===== src/rtl/hazard_ctrl_if.sv =====
// Pipeline-side signal bundle for hazard_ctrl: ID/EX hazard inputs, interrupt
// request, and the PC/IF/ID/ID-EX control outputs with FSM observability.
interface hazard_ctrl_if;
    logic       id_valid;
    logic [1:0] id_ra;
    logic [1:0] id_rb;
    logic       id_uses_ra;
    logic       id_uses_rb;
    logic       id_is_ret;
    logic       ex_mem_read;
    logic       ex_reg_write;
    logic [1:0] ex_rd;
    logic       ex_branch_taken;
    logic       intr_req;
    logic       pc_write;
    logic       ifid_write;
    logic       ifid_flush;
    logic       idex_flush;
    logic       intr_ack;
    logic [2:0] hz_state;
    logic [7:0] stall_cnt;

    modport master (
        output id_valid, id_ra, id_rb, id_uses_ra, id_uses_rb, id_is_ret,
               ex_mem_read, ex_reg_write, ex_rd, ex_branch_taken, intr_req,
        input  pc_write, ifid_write, ifid_flush, idex_flush, intr_ack,
               hz_state, stall_cnt
    );

    modport slave (
        input  id_valid, id_ra, id_rb, id_uses_ra, id_uses_rb, id_is_ret,
               ex_mem_read, ex_reg_write, ex_rd, ex_branch_taken, intr_req,
        output pc_write, ifid_write, ifid_flush, idex_flush, intr_ack,
               hz_state, stall_cnt
    );
endinterface


===== src/rtl/hazard_ctrl.sv =====
// Pipeline hazard controller: load-use stall, branch flush, RET bubble sequence
// and (with HAZ_INTR_EN defined) edge-triggered interrupt entry sequence.
module hazard_ctrl (
    input  logic         clk,
    input  logic         rst,
    hazard_ctrl_if.slave hif
);

    typedef enum logic [2:0] {
        RUN    = 3'd0,
        RET_W1 = 3'd1,
        RET_W2 = 3'd2,
        INT_W1 = 3'd3,
        INT_W2 = 3'd4
    } hz_state_e;

    hz_state_e  state, state_nx;
    logic       load_use;
    logic       pend;
    logic       take_intr;
    logic       pcw_c, ifw_c, iff_c, idf_c;
    logic [7:0] cnt;

    assign load_use = hif.ex_mem_read & hif.ex_reg_write & hif.id_valid &
                      ((hif.id_uses_ra & (hif.id_ra == hif.ex_rd)) |
                       (hif.id_uses_rb & (hif.id_rb == hif.ex_rd)));

`ifdef HAZ_INTR_EN
    logic intr_q;
    logic intr_edge;

    assign intr_edge = hif.intr_req & ~intr_q;

    // A new edge in the same cycle as acceptance keeps the request pending.
    always_ff @(posedge clk or posedge rst) begin
        if (rst) begin
            intr_q <= 1'b0;
            pend   <= 1'b0;
        end else begin
            intr_q <= hif.intr_req;
            pend   <= intr_edge | (pend & ~take_intr);
        end
    end

    assign hif.intr_ack = take_intr & ~rst;
`else
    logic unused_intr;

    assign pend        = 1'b0;
    assign unused_intr = &{1'b0, hif.intr_req, take_intr};
    assign hif.intr_ack = 1'b0;
`endif

    always_ff @(posedge clk or posedge rst) begin
        if (rst) state <= RUN;
        else     state <= state_nx;
    end

    always_comb begin
        state_nx  = RUN;
        pcw_c     = 1'b1;
        ifw_c     = 1'b1;
        iff_c     = 1'b0;
        idf_c     = 1'b0;
        take_intr = 1'b0;
        if (hif.ex_branch_taken) begin
            iff_c = 1'b1;
            idf_c = 1'b1;
        end else begin
            case (state)
                RUN: begin
                    if (load_use) begin
                        pcw_c = 1'b0;
                        ifw_c = 1'b0;
                        idf_c = 1'b1;
                    end else if (hif.id_valid && hif.id_is_ret) begin
                        pcw_c    = 1'b0;
                        iff_c    = 1'b1;
                        state_nx = RET_W1;
                    end else if (pend) begin
                        take_intr = 1'b1;
                        pcw_c     = 1'b0;
                        iff_c     = 1'b1;
                        state_nx  = INT_W1;
                    end
                end
                RET_W1: begin
                    pcw_c    = 1'b0;
                    iff_c    = 1'b1;
                    state_nx = RET_W2;
                end
                RET_W2: iff_c = 1'b1;
`ifdef HAZ_INTR_EN
                INT_W1: begin
                    pcw_c    = 1'b0;
                    iff_c    = 1'b1;
                    state_nx = INT_W2;
                end
                INT_W2: iff_c = 1'b1;
`endif
                default: state_nx = RUN;
            endcase
        end
    end

    assign hif.pc_write   = pcw_c & ~rst;
    assign hif.ifid_write = ifw_c & ~rst;
    assign hif.ifid_flush = iff_c & ~rst;
    assign hif.idex_flush = idf_c & ~rst;
    assign hif.hz_state   = state;
    assign hif.stall_cnt  = cnt;

    always_ff @(posedge clk or posedge rst) begin
        if (rst)                        cnt <= 8'd0;
        else if (!pcw_c && cnt != 8'hFF) cnt <= cnt + 8'd1;
    end

endmodule


===== src/flat_wrapper.sv =====
// flat-port wrapper written by rule: the top's interface ports become plain ports
module hazard_ctrl_flat 
  (clk, rst, hif_id_valid, hif_id_ra, hif_id_rb, hif_id_uses_ra, hif_id_uses_rb, hif_id_is_ret, hif_ex_mem_read, hif_ex_reg_write, hif_ex_rd, hif_ex_branch_taken, hif_intr_req, hif_pc_write, hif_ifid_write, hif_ifid_flush, hif_idex_flush, hif_intr_ack, hif_hz_state, hif_stall_cnt);
  hazard_ctrl_if hif_i ();
  input  logic clk;
  input  logic rst;
  input wire logic [$bits(hif_i.id_valid)-1:0] hif_id_valid;
  input wire logic [$bits(hif_i.id_ra)-1:0] hif_id_ra;
  input wire logic [$bits(hif_i.id_rb)-1:0] hif_id_rb;
  input wire logic [$bits(hif_i.id_uses_ra)-1:0] hif_id_uses_ra;
  input wire logic [$bits(hif_i.id_uses_rb)-1:0] hif_id_uses_rb;
  input wire logic [$bits(hif_i.id_is_ret)-1:0] hif_id_is_ret;
  input wire logic [$bits(hif_i.ex_mem_read)-1:0] hif_ex_mem_read;
  input wire logic [$bits(hif_i.ex_reg_write)-1:0] hif_ex_reg_write;
  input wire logic [$bits(hif_i.ex_rd)-1:0] hif_ex_rd;
  input wire logic [$bits(hif_i.ex_branch_taken)-1:0] hif_ex_branch_taken;
  input wire logic [$bits(hif_i.intr_req)-1:0] hif_intr_req;
  output wire logic [$bits(hif_i.pc_write)-1:0] hif_pc_write;
  output wire logic [$bits(hif_i.ifid_write)-1:0] hif_ifid_write;
  output wire logic [$bits(hif_i.ifid_flush)-1:0] hif_ifid_flush;
  output wire logic [$bits(hif_i.idex_flush)-1:0] hif_idex_flush;
  output wire logic [$bits(hif_i.intr_ack)-1:0] hif_intr_ack;
  output wire logic [$bits(hif_i.hz_state)-1:0] hif_hz_state;
  output wire logic [$bits(hif_i.stall_cnt)-1:0] hif_stall_cnt;
  assign hif_i.id_valid = hif_id_valid;
  assign hif_i.id_ra = hif_id_ra;
  assign hif_i.id_rb = hif_id_rb;
  assign hif_i.id_uses_ra = hif_id_uses_ra;
  assign hif_i.id_uses_rb = hif_id_uses_rb;
  assign hif_i.id_is_ret = hif_id_is_ret;
  assign hif_i.ex_mem_read = hif_ex_mem_read;
  assign hif_i.ex_reg_write = hif_ex_reg_write;
  assign hif_i.ex_rd = hif_ex_rd;
  assign hif_i.ex_branch_taken = hif_ex_branch_taken;
  assign hif_i.intr_req = hif_intr_req;
  assign hif_pc_write = hif_i.pc_write;
  assign hif_ifid_write = hif_i.ifid_write;
  assign hif_ifid_flush = hif_i.ifid_flush;
  assign hif_idex_flush = hif_i.idex_flush;
  assign hif_intr_ack = hif_i.intr_ack;
  assign hif_hz_state = hif_i.hz_state;
  assign hif_stall_cnt = hif_i.stall_cnt;
  hazard_ctrl u_core (.clk(clk), .rst(rst), .hif(hif_i));
endmodule

===== config.mk =====
export PLATFORM = sky130hd
export DESIGN_NAME = hazard_ctrl_flat
export DESIGN_NICKNAME = d
export VERILOG_FILES = /design/src/rtl/hazard_ctrl_if.sv /design/src/rtl/hazard_ctrl.sv /design/src/flat_wrapper.sv
export SDC_FILE = /design/constraint.sdc
export NUM_CORES = 1
export LEC_CHECK = 0
export ABC_AREA = 1
export BUFFER_PORTS_ARGS = -buffer_cell sky130_fd_sc_hd__clkbuf_2
export CORE_ASPECT_RATIO = 0.9
export CORE_MARGIN = 2
export CORE_UTILIZATION = 45
export CTS_CLUSTER_SIZE = 25
export DETAILED_ROUTE_END_ITERATION = 10
export GPL_TIMING_DRIVEN = 0
export PLACE_DENSITY = 0.78
export SLEW_MARGIN = 20
export SYNTH_ARGS = -nofsm -noshare
export SYNTH_HDL_FRONTEND = slang
export SYNTH_SLANG_ARGS = --single-unit

===== constraint.sdc =====
create_clock -name clk -period 4.1 [get_ports clk]
set_input_delay 0.41 -clock clk [delete_from_list [all_inputs] [get_ports clk]]
set_output_delay 0.41 -clock clk [all_outputs]
set_load 0.02 [all_outputs]

=== Word level (Yosys, flattened, before mapping) ===
Cells that the tools add are included.

* Bitwise logic cells: 11
* Multiplexer cells: 18
* Reduce and logical (&&, ||, !) cells: 5
* Add/sub/neg operators: 1
* Equality and inequality tests: 5

{| class="wikitable"
|+ Operators by type and width
! kind !! count
|-
| $mux 1 || 13
|-
| $and 1x1->1 || 9
|-
| $add 8x1->8 const B || 1
|-
| $ne 8x8->1 const B || 1
|-
| $mux 3 || 2
|-
| $pmux 3 s2 || 1
|-
| $eq 2x2->1 || 2
|-
| $pmux 1 s2 || 2
|-
| $eq 3x1->1 const B || 1
|-
| $eq 3x2->1 const B || 1
|-
| $logic_not 3->1 || 1
|-
| $logic_and 1x1->1 || 2
|-
| $reduce_or 2->1 || 1
|-
| $logic_not 1->1 || 1
|-
| $not 1->1 || 1
|-
| $or 1x1->1 || 1
|}

* Input port bits: 16
* Bits in registers: 11
* Output and inout port bits: 16

=== Longest topological paths before layout ===
Gate-level depths: netlist of run 1.

* Word-level depth: 9
* Mapped depth: 10
* Gate-level depth less buffers: 10

=== Worst setup path after synthesis of run 1 ===
No wires, ideal clock.

* Path type: reg-to-output
* Start: register u_core.state[0], in the netlist u_core.hif.hz_state[0]
* End: output port hif_pc_write
* Required time: 3,690 ps
* Arrival time: 1,484 ps
* Setup slack: 2,206 ps
* Cell stages (with the launch flop): 8
* Cells stage by stage: dfrtp_1 inv_1 ha_1 nand3_1 o21ai_0 nand2_1 nand2_2 nor2_1

* Word-level cells in the longest chain between the ends: 4
* Elaborated cells on any way between the ends: 5
* Those cells by class: eq/ne: 1; mux: 2; bitwise: 1; reduce/logical: 1

{| class="wikitable"
|+ RTL lines
! element !! RTL line !! RTL
|-
| from (decl) || hazard_ctrl.sv:17 || <nowiki>hz_state_e state, state_nx;</nowiki>
|-
| from (signal assigned) || hazard_ctrl.sv:56 || <nowiki>else state <= state_nx;</nowiki>
|-
| $eq 3x1->1 or $logic_not 3->1 (tied branches) || hazard_ctrl.sv:70 || <nowiki>case (state)</nowiki>
|-
| $pmux 1 s2 (*) || hazard_ctrl.sv:70 ||
|-
| $mux 1 (*) || hazard_ctrl.sv:66 || <nowiki>if (hif.ex_branch_taken) begin</nowiki>
|-
| $and 1x1->1 (*) || hazard_ctrl.sv:106 || <nowiki>assign hif.pc_write = pcw_c & ~rst;</nowiki>
|-
| to (decl) || flat_wrapper.sv:18 || <nowiki>output wire logic [$bits(hif_i.pc_write)-1:0] hif_pc_write;</nowiki>
|}

Mark *: on every way between the ends. The rest lies on a longest branch, timed or not.

=== Worst setup path after layout of run 1 ===
Same ends and word-level chain as after synthesis.

==> flow_summary.json, run 1 <==
{
  "outcome": "completed",
  "dp.final_hpwl_um": 1340,
  "layout.cell_area.non_filler_um2": 1010,
  "report.final.setup_viol": 0,
  "route.vias.total": 782,
  "r2r_slack_ns": 2.57,
  "core-area_um2": 1680,
  "asyncSetResetFlopFracSynth_pct": 100,
  "via_per_inst": 4.63,
  "slew_violations": 0,
  "antenna_violating_nets_post_route": 0,
  "path_clk_slew_ns": 0.07,
  "antenna-diode-count": 0,
  "timing.rr.start": "u_core.hif.hz_state[1]$_DFF_PP0_",
  "combPwrFrac_pct": 36.7,
  "hp-class": "in2async",
  "worst_r2r_endpoint": "u_core.hif.stall_cnt[6]$_DFFE_PP0P_",
  "synth_cell_type_count": 23,
  "clock_power_share_pct": 20.3,
  "first_iter_violations": 15,
  "cellInternalPower_w": 0.000197,
  "synth_cells": 113,
  "timing.clock.skew_ns": 0.00556,
  "gp_congestion": 0.779,
  "finalCriticalPeriod_ns": 2.15,
  "antenna_found_initial": 0,
  "global_route_wire_length_before_repair_um": 2800,
  "netlist.top_cell.by_area": "dfrtp_1",
  "crit_path_start_kind": "flip-flop",
  "detail_route.drc_violations": 0,
  "rows": 14,
  "worst_path_setup_slack_after_routing_ns": 1.95,
  "dp_slack_ns": 2.23,
  "global_route.overflow_total": 0,
  "h-tree-depth": 1,
  "number_of_buffers_inserted_to_repair_setup_after_cts": 0,
  "synth.avg_cell_area_um2": 7.23,
  "critPathMaxFanout": 9,
  "hold_buffer_count_at_cts": 0,
  "pin_count_of_the_biggest_net_entering_global_routing": 12,
  "overall_die_height_um": 44.4,
  "dp_cells": 166,
  "cts_buffers": 3,
  "clockRootBuffer": "clkbuf_4",
  "final_nets": 168,
  "instances_no_fill": 169,
  "clock_latency_ns": 0.26,
  "grt_pass1_vias": 721,
  "ys_top_cells_by_area": "dfrtp_1, nand2_1, inv_1, ha_1, nand3_1",
  "setup_tns_ns": 0,
  "setup.worst_path.end_class": "output pin",
  "area_growth_syn_to_layout_pct": 24.0,
  "final_critical_path_share_of_the_clock_period_pct": 52.4,
  "postSynthRegisterBits": 10,
  "final-hold-violation-count": 0,
  "path_class": "reg2out",
  "numClockSinks": 10,
  "fin_worst_hold_slack_ns": 0.153,
  "global_route.usage.total_pct": 16.8,
  "drtPass1Iterations": 4,
  "detail_route.wirelength_um": 1620,
  "synth-warning-count": 0,
  "rsz0062_at_grt": "no",
  "synth_seq_area_share_pct": 30.6,
  "cts_buffer_depth": 2,
  "rr_worst_depth": 9,
  "netlist.area_leader.share_pct": 30.6,
  "routed_wire_length_per_instance_um": 9.60,
  "p_sw_w": 0.000132,
  "seq_power_share_pct": 43.0,
  "drive_gt1_share_pct": 33.1,
  "maxCapViolations": 0,
  "predominant_post_synthesis_flop_cell": "dfrtp_1",
  "data_arrival_time_at_the_worst_slack_endpoint_ns": 1.74,
  "max_freq_ghz": 0.466,
  "floorplan.initialDensity_pct": 48.6,
  "peakVddDrop_v": 0.000289,
  "cellPowerDensity_nw_per_um2": 324,
  "port_buffers": 28,
  "chipWidth_um": 48.9,
  "synth-edff-count": 0,
  "worst-endpoint-required_ns": 3.69,
  "netlist_area_um2": 817,
  "die_area_um2": 2170,
  "detailed_place.area_um2": 991,
  "clock_tree_from_tritoncts": "yes",
  "p_sw_share_pct": 40.2,
  "p_leak_nw": 0.580,
  "cts_repair_resize_count": 0,
  "io_pins": 32
}
## cell families (layout without fill, tap and decap cells)
group / after synthesis / after routing / share of synthesized area, %
AOI/OAI and AO/OA: 5 / 5 / 3.06
xor gates and xnor gates: 4 / 4 / 4.29
adders and majority gates: 5 / 5 / 7.66
buffers and inverters: 23 / 54 / 11.5
DFF: 10 / 10 / 30.6
other: 1 / 2 / 0.459
and+or+nand+nor: 65 / 65 / 42.4
## synth_stat cells (2+ instances only)
| cell type | number |
|---|---|
| o21ai_0 | 2 |
| nand2_1 | 35 |
| a21oi_1 | 3 |
| buf_4 | 2 |
| inv_1 | 19 |
| dfrtp_1 | 10 |
| nand3_4 | 2 |
| ha_1 | 5 |
| xnor2_1 | 3 |
| nand2_2 | 3 |
| inv_2 | 2 |
| nand3_2 | 3 |
| nand3_1 | 12 |
| nor2_1 | 3 |
## area by class of cell
cell class                      count  area, um2
Fill cell                         168        668
Multi-Input combinational cell     81        477
Sequential cell                    10        250
Timing Repair Buffer               28        140
Inverter                           21       78.8
Tap cell                           24       30.0
Clock buffer                        3       22.5
Buffer                              2       15.0
## critical path, cell delays in order (launching register included)
cell and delay (ns):
dfrtp_1 0.41, inv_1 0.07, ha_1 0.25, nand3_1 0.12, o21ai_0 0.11, nand2_1 0.09
nand2_2 0.13, nor2_1 0.11, clkbuf_2 0.17
## metrics by stage
step | total power [W] | utilization, %
floorplan | 0.000223 | -
global placement | 0.000260 | 58.9
detailed placement | 0.000265 | 58.9
CTS | 0.000331 | 60.3
global route | 0.000353 | 60.3
finish | 0.000329 | 60.3
## cells in the final DEF (no fill, tap or decap), types with 2 or more instances in the layout
cell type / netlist / final
dfrtp_1: 10 / 10
inv_2: 2 / 2
a21oi_1: 3 / 3
ha_1: 5 / 5
conb_1: 1 / 2
o21ai_0: 2 / 2
nor2_1: 3 / 3
nand3_4: 2 / 2
inv_1: 19 / 19
clkbuf_2: 0 / 28
nand3_2: 3 / 3
nand2_1: 35 / 35
xnor2_1: 3 / 3
clkbuf_4: 0 / 3
nand3_1: 12 / 12
buf_4: 2 / 2
nand2_2: 3 / 3
## how the worst max path moves through the flow
stage / cells past startpoint / slack (ns) / from / endpoint
after global routing: 8 / 1.81 / u_core.hif.hz_state[1]$_DFF_PP0_ / hif_pc_write
after detailed placement: 8 / 2.23 / u_core.hif.hz_state[0]$_DFF_PP0_ / hif_pc_write
after global placement: 8 / 2.27 / u_core.hif.hz_state[0]$_DFF_PP0_ / hif_pc_write
after CTS: 8 / 1.95 / u_core.hif.hz_state[0]$_DFF_PP0_ / hif_pc_write
final: 8 / 1.95 / u_core.hif.hz_state[0]$_DFF_PP0_ / hif_pc_write
after floorplan: 7 / 2.21 / u_core.hif.hz_state[0]$_DFF_PP0_ / hif_pc_write
## power by group through the flow
stage | sequential (W) | combinational, W | clock [W]
after floorplan | 0.000162 | 0.0000615 | 0
after global placement | 0.000142 | 0.000118 | 0
after detailed placement | 0.000143 | 0.000122 | 0
after CTS | 0.000142 | 0.000122 | 0.0000665
after global routing | 0.000146 | 0.000135 | 0.0000723
final | 0.000141 | 0.000121 | 0.0000667
## registers in the layout (all words and copies together) (netlist names)
name / cells
u_core.hif.stall_cnt: 8
u_core.hif.hz_state: 2
## per-layer routing
layer	share of wire (%)	wire [um]	track usage [%]
met1	42	688	19.4
met2	51	828	30.7
met3	6.5	105	4.73
met4	0	0	5.14
met5	0	0	0
No activity file was read; power rests on OpenSTA's default activity.
==> inputs of run 2 (changes only) <==
ABC_AREA = 0   (was 1)
clock period = 2.2 ns   (was 4.1 ns; I/O delays follow)
==> flow_summary.json, run 2 <==
{
  "slowest_delay_ns": 0.41,
  "gp_congestion": 0.879,
  "netlist.area_leader.share_pct": 30.6,
  "chipWidth_um": 49.0,
  "numClockSinks": 10,
  "rows": 14,
  "p_leak_nw": 0.503,
  "asyncSetResetFlopFracSynth_pct": 100,
  "area_growth_syn_to_layout_pct": 33.0,
  "setup.worst_path.end_class": "output pin",
  "synth_cells": 93,
  "final-hold-violation-count": 0,
  "r2r_slack_ns": 0.14,
  "routed_wire_length_per_instance_um": 13.8,
  "drtPass1Iterations": 4,
  "synth_cell_type_count": 34,
  "path_clk_slew_ns": 0.07,
  "worst_r2r_endpoint": "u_core.hif.stall_cnt[4]$_DFFE_PP0P_",
  "port_buffers": 28,
  "antenna_violating_nets_post_route": 0,
  "critPathMaxFanout": 5,
  "rr_worst_depth": 7,
  "final_nets": 153,
  "cts_buffers": 3,
  "cts_buffer_depth": 2,
  "final_critical_path_share_of_the_clock_period_pct": 98.2,
  "outcome": "completed",
  "post-synth-top-count-cell": "dfrtp_1",
  "synth-warning-count": 0,
  "layout.cells.most_common_list": "clkbuf_2, dfrtp_1, nand4_1, nand2_1, nor2_1",
  "final_common_cell": "clkbuf_2",
  "grt_pass1_vias": 821,
  "crit_path_start_kind": "flip-flop",
  "route.vias.total": 926,
  "detail_route.drc_violations": 0,
  "pin_count_of_the_biggest_net_entering_global_routing": 11,
  "die_area_um2": 2180,
  "critPathCapture": "hif_ifid_flush",
  "via_per_inst": 5.97,
  "dp_cells": 146,
  "worst_path_max_delay_cell": "dfrtp_1",
  "global_route.overflow_total": 0,
  "peakVddDrop_v": 0.000381,
  "netlist_area_um2": 818,
  "met3_wirelength_um": 148,
  "hp-class": "in2reg",
  "drive_gt1_share_pct": 38.2,
  "netlist.top_cell.by_area": "dfrtp_1",
  "antenna-diode-count": 0,
  "postSynthRegisterBits": 10,
  "timing.critical_path.from": "u_core.hif.hz_state[1]$_DFF_PP0_",
  "global_route_wire_length_before_repair_um": 3490,
  "report.final.setup_viol": 0,
  "max_freq_ghz": 0.463,
  "instances_no_fill": 155,
  "slew_violations": 0,
  "cellPowerDensity_nw_per_um2": 624,
  "path_class": "reg2out",
  "dp.final_hpwl_um": 1580,
  "predominant_post_synthesis_flop_cell": "dfrtp_1",
  "timing.clock.skew_ns": 0.00428,
  "largest_register_ffs": 8,
  "total_power_w": 0.000679,
  "synth.cells.most_frequent": "dfrtp_1, nand2_1, nand4_1, nor2_1",
  "cp_cell_sequence": "inv_1, ha_2, and3_2, nand3_1, a221oi_1, buf_2",
  "dr_wl_met2_um": 1030,
  "clock_tree_from_tritoncts": "yes",
  "clockRootBuffer": "clkbuf_4",
  "data_arrival_time_at_the_worst_slack_endpoint_ns": 1.94,
  "io_pins": 32,
  "floorplan.initialDensity_pct": 48.2,
  "overall_die_height_um": 44.5,
  "synth_seq_area_share_pct": 30.6,
  "global_route.usage.total_pct": 21.1,
  "finalCriticalPeriod_ns": 2.16,
  "top_layer_used": "met4",
  "synth.avg_cell_area_um2": 8.80,
  "first_iter_violations": 16,
  "h-tree-depth": 1,
  "maxCapViolations": 0,
  "antenna_found_initial": 0,
  "timing.rr.start": "u_core.hif.hz_state[1]$_DFF_PP0_",
  "m1WireLength_um": 891,
  "clock_latency_ns": 0.27,
  "core-area_um2": 1700,
  "detail_route.wirelength_um": 2130,
  "worst-endpoint-required_ns": 1.98,
  "ys_top_cells_by_area": "dfrtp_1, ha_1, and4_1, nand4_1, xnor2_1",
  "synth-edff-count": 0
}
[run 2: where the power goes]
part	leakage [nW]	internal, W	switching, W
Sequential	0.117	0.000212	0.0000471
Clock	0.0210	0.000101	0.0000644
Combinational	0.365	0.000103	0.000152
Total	0.503	0.000416	0.000263
[run 2: cell families (layout without fill, tap and decap cells)]
| logic type | after synthesis | after routing | synth area share, % |
|---|---|---|---|
| AOI/OAI and AO/OA | 20 | 20 | 18.8 |
| xor gates and xnor gates | 4 | 4 | 4.28 |
| adders and majority gates | 5 | 5 | 7.65 |
| buffers and inverters | 8 | 45 | 4.59 |
| DFF | 10 | 10 | 30.6 |
| muxes | 1 | 1 | 1.38 |
| other | 1 | 2 | 0.458 |
| and+or+nand+nor | 44 | 44 | 32.3 |
[run 2: cell type report]
cell class / instances / area (um2)
buffer: 2 / 15.0
multi-input combinational: 76 / 553
tap: 24 / 30.0
sequential: 10 / 251
timing repair buffer: 33 / 180
clock buffer: 4 / 36.3
inverter: 6 / 22.5
fill: 155 / 611
[run 2: through the flow]
| stage | util, % | setup WS [ns] | hold WS (ns) | area (um2) | setup TNS [ns] |
|---|---|---|---|---|---|
| floorplan | - | 0.273 | 0.0602 | 822 | 0 |
| global placement | 58.4 | 0.234 | 0.263 | 992 | 0 |
| detailed placement | 58.4 | 0.211 | 0.258 | 992 | 0 |
| CTS | 61.9 | -0.00661 | 0.191 | 1050 | -0.00661 |
| global route | 64.1 | -0.00298 | 0.219 | 1090 | -0.00298 |
| finish | 64.1 | 0.0389 | 0.210 | 1090 | 0 |
[run 2: metal layers]
| metal | vias up | global-route usage (%) |
|---|---|---|
| met5 | - | 0 |
| met4 | 0 | 9.71 |
| met3 | 9 | 4.39 |
| met2 | 44 | 38.1 |
| met1 | 430 | 24.6 |
| li1 | 443 | - |
[run 2: worst min-delay path by stage]
stage | start | endpoint | depth (start not counted)
2_1_floorplan | rst | u_core.hif.hz_state[0]$_DFF_PP0_ | 1
3_3_place_gp | rst | u_core.hif.hz_state[0]$_DFF_PP0_ | 2
3_5_place_dp | rst | u_core.hif.hz_state[0]$_DFF_PP0_ | 2
4_1_cts | hif_ex_branch_taken | u_core.hif.hz_state[0]$_DFF_PP0_ | 2
5_1_grt | hif_ex_branch_taken | u_core.hif.hz_state[0]$_DFF_PP0_ | 2
6_report | hif_ex_branch_taken | u_core.hif.hz_state[0]$_DFF_PP0_ | 2
[run 2: critical path: cells and delay by family (launching register included)]
family	cells	cell delay, ns
flops	1	0.41
compound gates	1	0.29
fa+ha+maj	1	0.23
buf+inv	2	0.35
simple gates	2	0.39
[run 2: what timing repair did]
action	CTS	global route
hold endpoints to repair	10	0
endpoints found under the setup margin	1	2
buffers inserted	0	4
gates resized for setup	3	4
hold buffers	1	0
pin swaps	0	3
==> inputs of run 3 (changes only) <==
ABC_AREA = 1   (was 0)
CORE_UTILIZATION = 35   (was 45)
PLACE_DENSITY = 0.64   (was 0.78)
SKIP_CTS_REPAIR_TIMING = 1   (was default)
==> flow_summary.json, run 3 (synthesis results as in run 1) <==
{
  "path_clk_slew_ns": 0.07,
  "numClockSinks": 10,
  "rows": 16,
  "final_nets": 168,
  "clockRootBuffer": "clkbuf_4",
  "critPathMaxFanout": 9,
  "cts_buffer_depth": 2,
  "global_route.usage.total_pct": 15.1,
  "clock_tree_from_tritoncts": "yes",
  "timing.rr.start": "u_core.hif.hz_state[1]$_DFF_PP0_",
  "grt_pass1_vias": 706,
  "final_critical_path_share_of_the_clock_period_pct": 90.6,
  "overall_die_height_um": 49.8,
  "gp_congestion": 0.788,
  "cts_buffers": 3,
  "max_freq_ghz": 0.502,
  "route.vias.total": 766,
  "antenna-diode-count": 0,
  "fin_worst_hold_slack_ns": -0.0310,
  "die_area_um2": 2740,
  "io_pins": 32,
  "layout.cells.most_common_list": "nand2_1, clkbuf_2, inv_1, nand3_1, dfrtp_1",
  "final-hold-violation-count": 10,
  "clock_latency_ns": 0.26,
  "via_per_inst": 4.45,
  "crit_path_start_kind": "flip-flop",
  "r2r_slack_ns": 0.67,
  "chipWidth_um": 54.9,
  "global_route_wire_length_before_repair_um": 3020,
  "detail_route.wirelength_um": 1730,
  "peakVddDrop_v": 0.000526,
  "data_arrival_time_at_the_worst_slack_endpoint_ns": 1.77,
  "worst-endpoint-required_ns": 1.98,
  "first_iter_violations": 13,
  "h-tree-depth": 1,
  "setup.worst_path.end_class": "output pin",
  "routed_wire_length_per_instance_um": 10.1,
  "violations": "hold timing",
  "core-area_um2": 2200,
  "antenna_found_initial": 0,
  "drtPass1Iterations": 4,
  "rr_worst_depth": 9,
  "outcome": "finished with violations",
  "finalCriticalPeriod_ns": 1.99,
  "global_route.overflow_total": 0,
  "detail_route.drc_violations": 0,
  "total_power_w": 0.000611,
  "area_growth_syn_to_layout_pct": 24.5,
  "slew_violations": 0,
  "path_class": "reg2out",
  "setup_tns_ns": 0,
  "pin_count_of_the_biggest_net_entering_global_routing": 12,
  "final_common_cell": "nand2_1",
  "largest_register_ffs": 8,
  "hp-class": "in2async",
  "cellPowerDensity_nw_per_um2": 601,
  "worst_r2r_endpoint": "u_core.hif.stall_cnt[0]$_DFFE_PP0P_",
  "timing.clock.skew_ns": 0.00554,
  "maxCapViolations": 0,
  "port_buffers": 28,
  "floorplan.initialDensity_pct": 37.1,
  "report.final.setup_viol": 0,
  "p_leak_nw": 0.580,
  "dp.final_hpwl_um": 1400,
  "num-fill-cells": 235,
  "antenna_violating_nets_post_route": 0,
  "drive_gt1_share_pct": 33.1,
  "rsz0062_at_grt": "no"
}
-- run 3: changes by cell type in the layout (fill, tap and decap cells not counted), sizes merged, moves of 2 or more --
| cell | previous run | this run |
|---|---|---|
| nand4 | 7 | 1 |
| nand2 | 7 | 39 |
| nor2b | 3 | 0 |
| nand3 | 7 | 17 |
| o41ai | 2 | 0 |
| and4 | 6 | 0 |
| a41oi | 2 | 0 |
| buf | 7 | 2 |
| a31oi | 2 | 0 |
| o21bai | 2 | 0 |
| nor2 | 7 | 5 |
| inv | 6 | 21 |
| o311ai | 2 | 0 |
| nor3 | 3 | 1 |
-- run 3: how the worst max path moves through the flow --
| stage | cells after the start | end | from | slack, ns |
|---|---|---|---|---|
| 2_1_floorplan | 7 | hif_pc_write | u_core.hif.hz_state[0]$_DFF_PP0_ | 0.50 |
| 3_3_place_gp | 8 | hif_pc_write | u_core.hif.hz_state[0]$_DFF_PP0_ | 0.50 |
| 3_5_place_dp | 8 | hif_pc_write | u_core.hif.hz_state[0]$_DFF_PP0_ | 0.48 |
| 4_1_cts | 8 | hif_pc_write | u_core.hif.hz_state[0]$_DFF_PP0_ | 0.18 |
| 5_1_grt | 8 | hif_pc_write | u_core.hif.hz_state[0]$_DFF_PP0_ | 0.07 |
| 6_report | 8 | hif_pc_write | u_core.hif.hz_state[0]$_DFF_PP0_ | 0.21 |
-- run 3: cell type report --
type | count | area, um2 | share of cell area, %
plain buffers | 2 | 15.0 | 1.48
clock buffers | 3 | 22.5 | 2.21
inverters | 21 | 78.8 | 7.75
multi-input cells | 81 | 477 | 46.9
flip-flops and latches | 10 | 250 | 24.6
well taps | 27 | 33.8 | 3.32
repair buffers | 28 | 140 | 13.8
-- run 3: worst max-delay path, cell delays in order (launching register included) --
cell      delay, ns
dfrtp_1        0.43
inv_1          0.07
ha_1           0.26
nand3_1        0.11
o21ai_0        0.11
nand2_1        0.09
nand2_2        0.13
nor2_1         0.14
clkbuf_2       0.18
-- run 3: per-layer routing --
| layer | part of all wire, % | up-vias | track usage [%] | wire length, um |
|---|---|---|---|---|
| met4 | 0 | 0 | 4.47 | 0 |
| met5 | 0 | - | 0 | 0 |
| li1 | - | 408 | - | - |
| met2 | 48 | 17 | 22.0 | 839 |
| met3 | 6.4 | 0 | 4.85 | 110 |
| met1 | 45 | 341 | 21.0 | 781 |
-- run 3: power by group --
group	switching (W)	leakage [nW]	total [W]	internal (W)
clock network	0.0000613	0.0138	0.000124	0.0000631
logic	0.000138	0.432	0.000223	0.0000858
registers	0.0000466	0.134	0.000264	0.000217
total	0.000246	0.580	0.000611	0.000366
-- run 3: per-stage QoR --
| step | area [um2] | hold slack [ns] | util, % | setup WS [ns] | std cells |
|---|---|---|---|---|---|
| after floorplan | 821 | 0.0684 | - | 0.496 | 114 |
| after global placement | 995 | 0.266 | 45.2 | 0.504 | 169 |
| after detailed placement | 995 | 0.264 | 45.2 | 0.481 | 169 |
| after CTS | 1020 | -0.0230 | 46.2 | 0.180 | 172 |
| after global routing | 1020 | 0.00714 | 46.2 | 0.0701 | 172 |
| final | 1020 | -0.0310 | 46.2 | 0.207 | 172 |
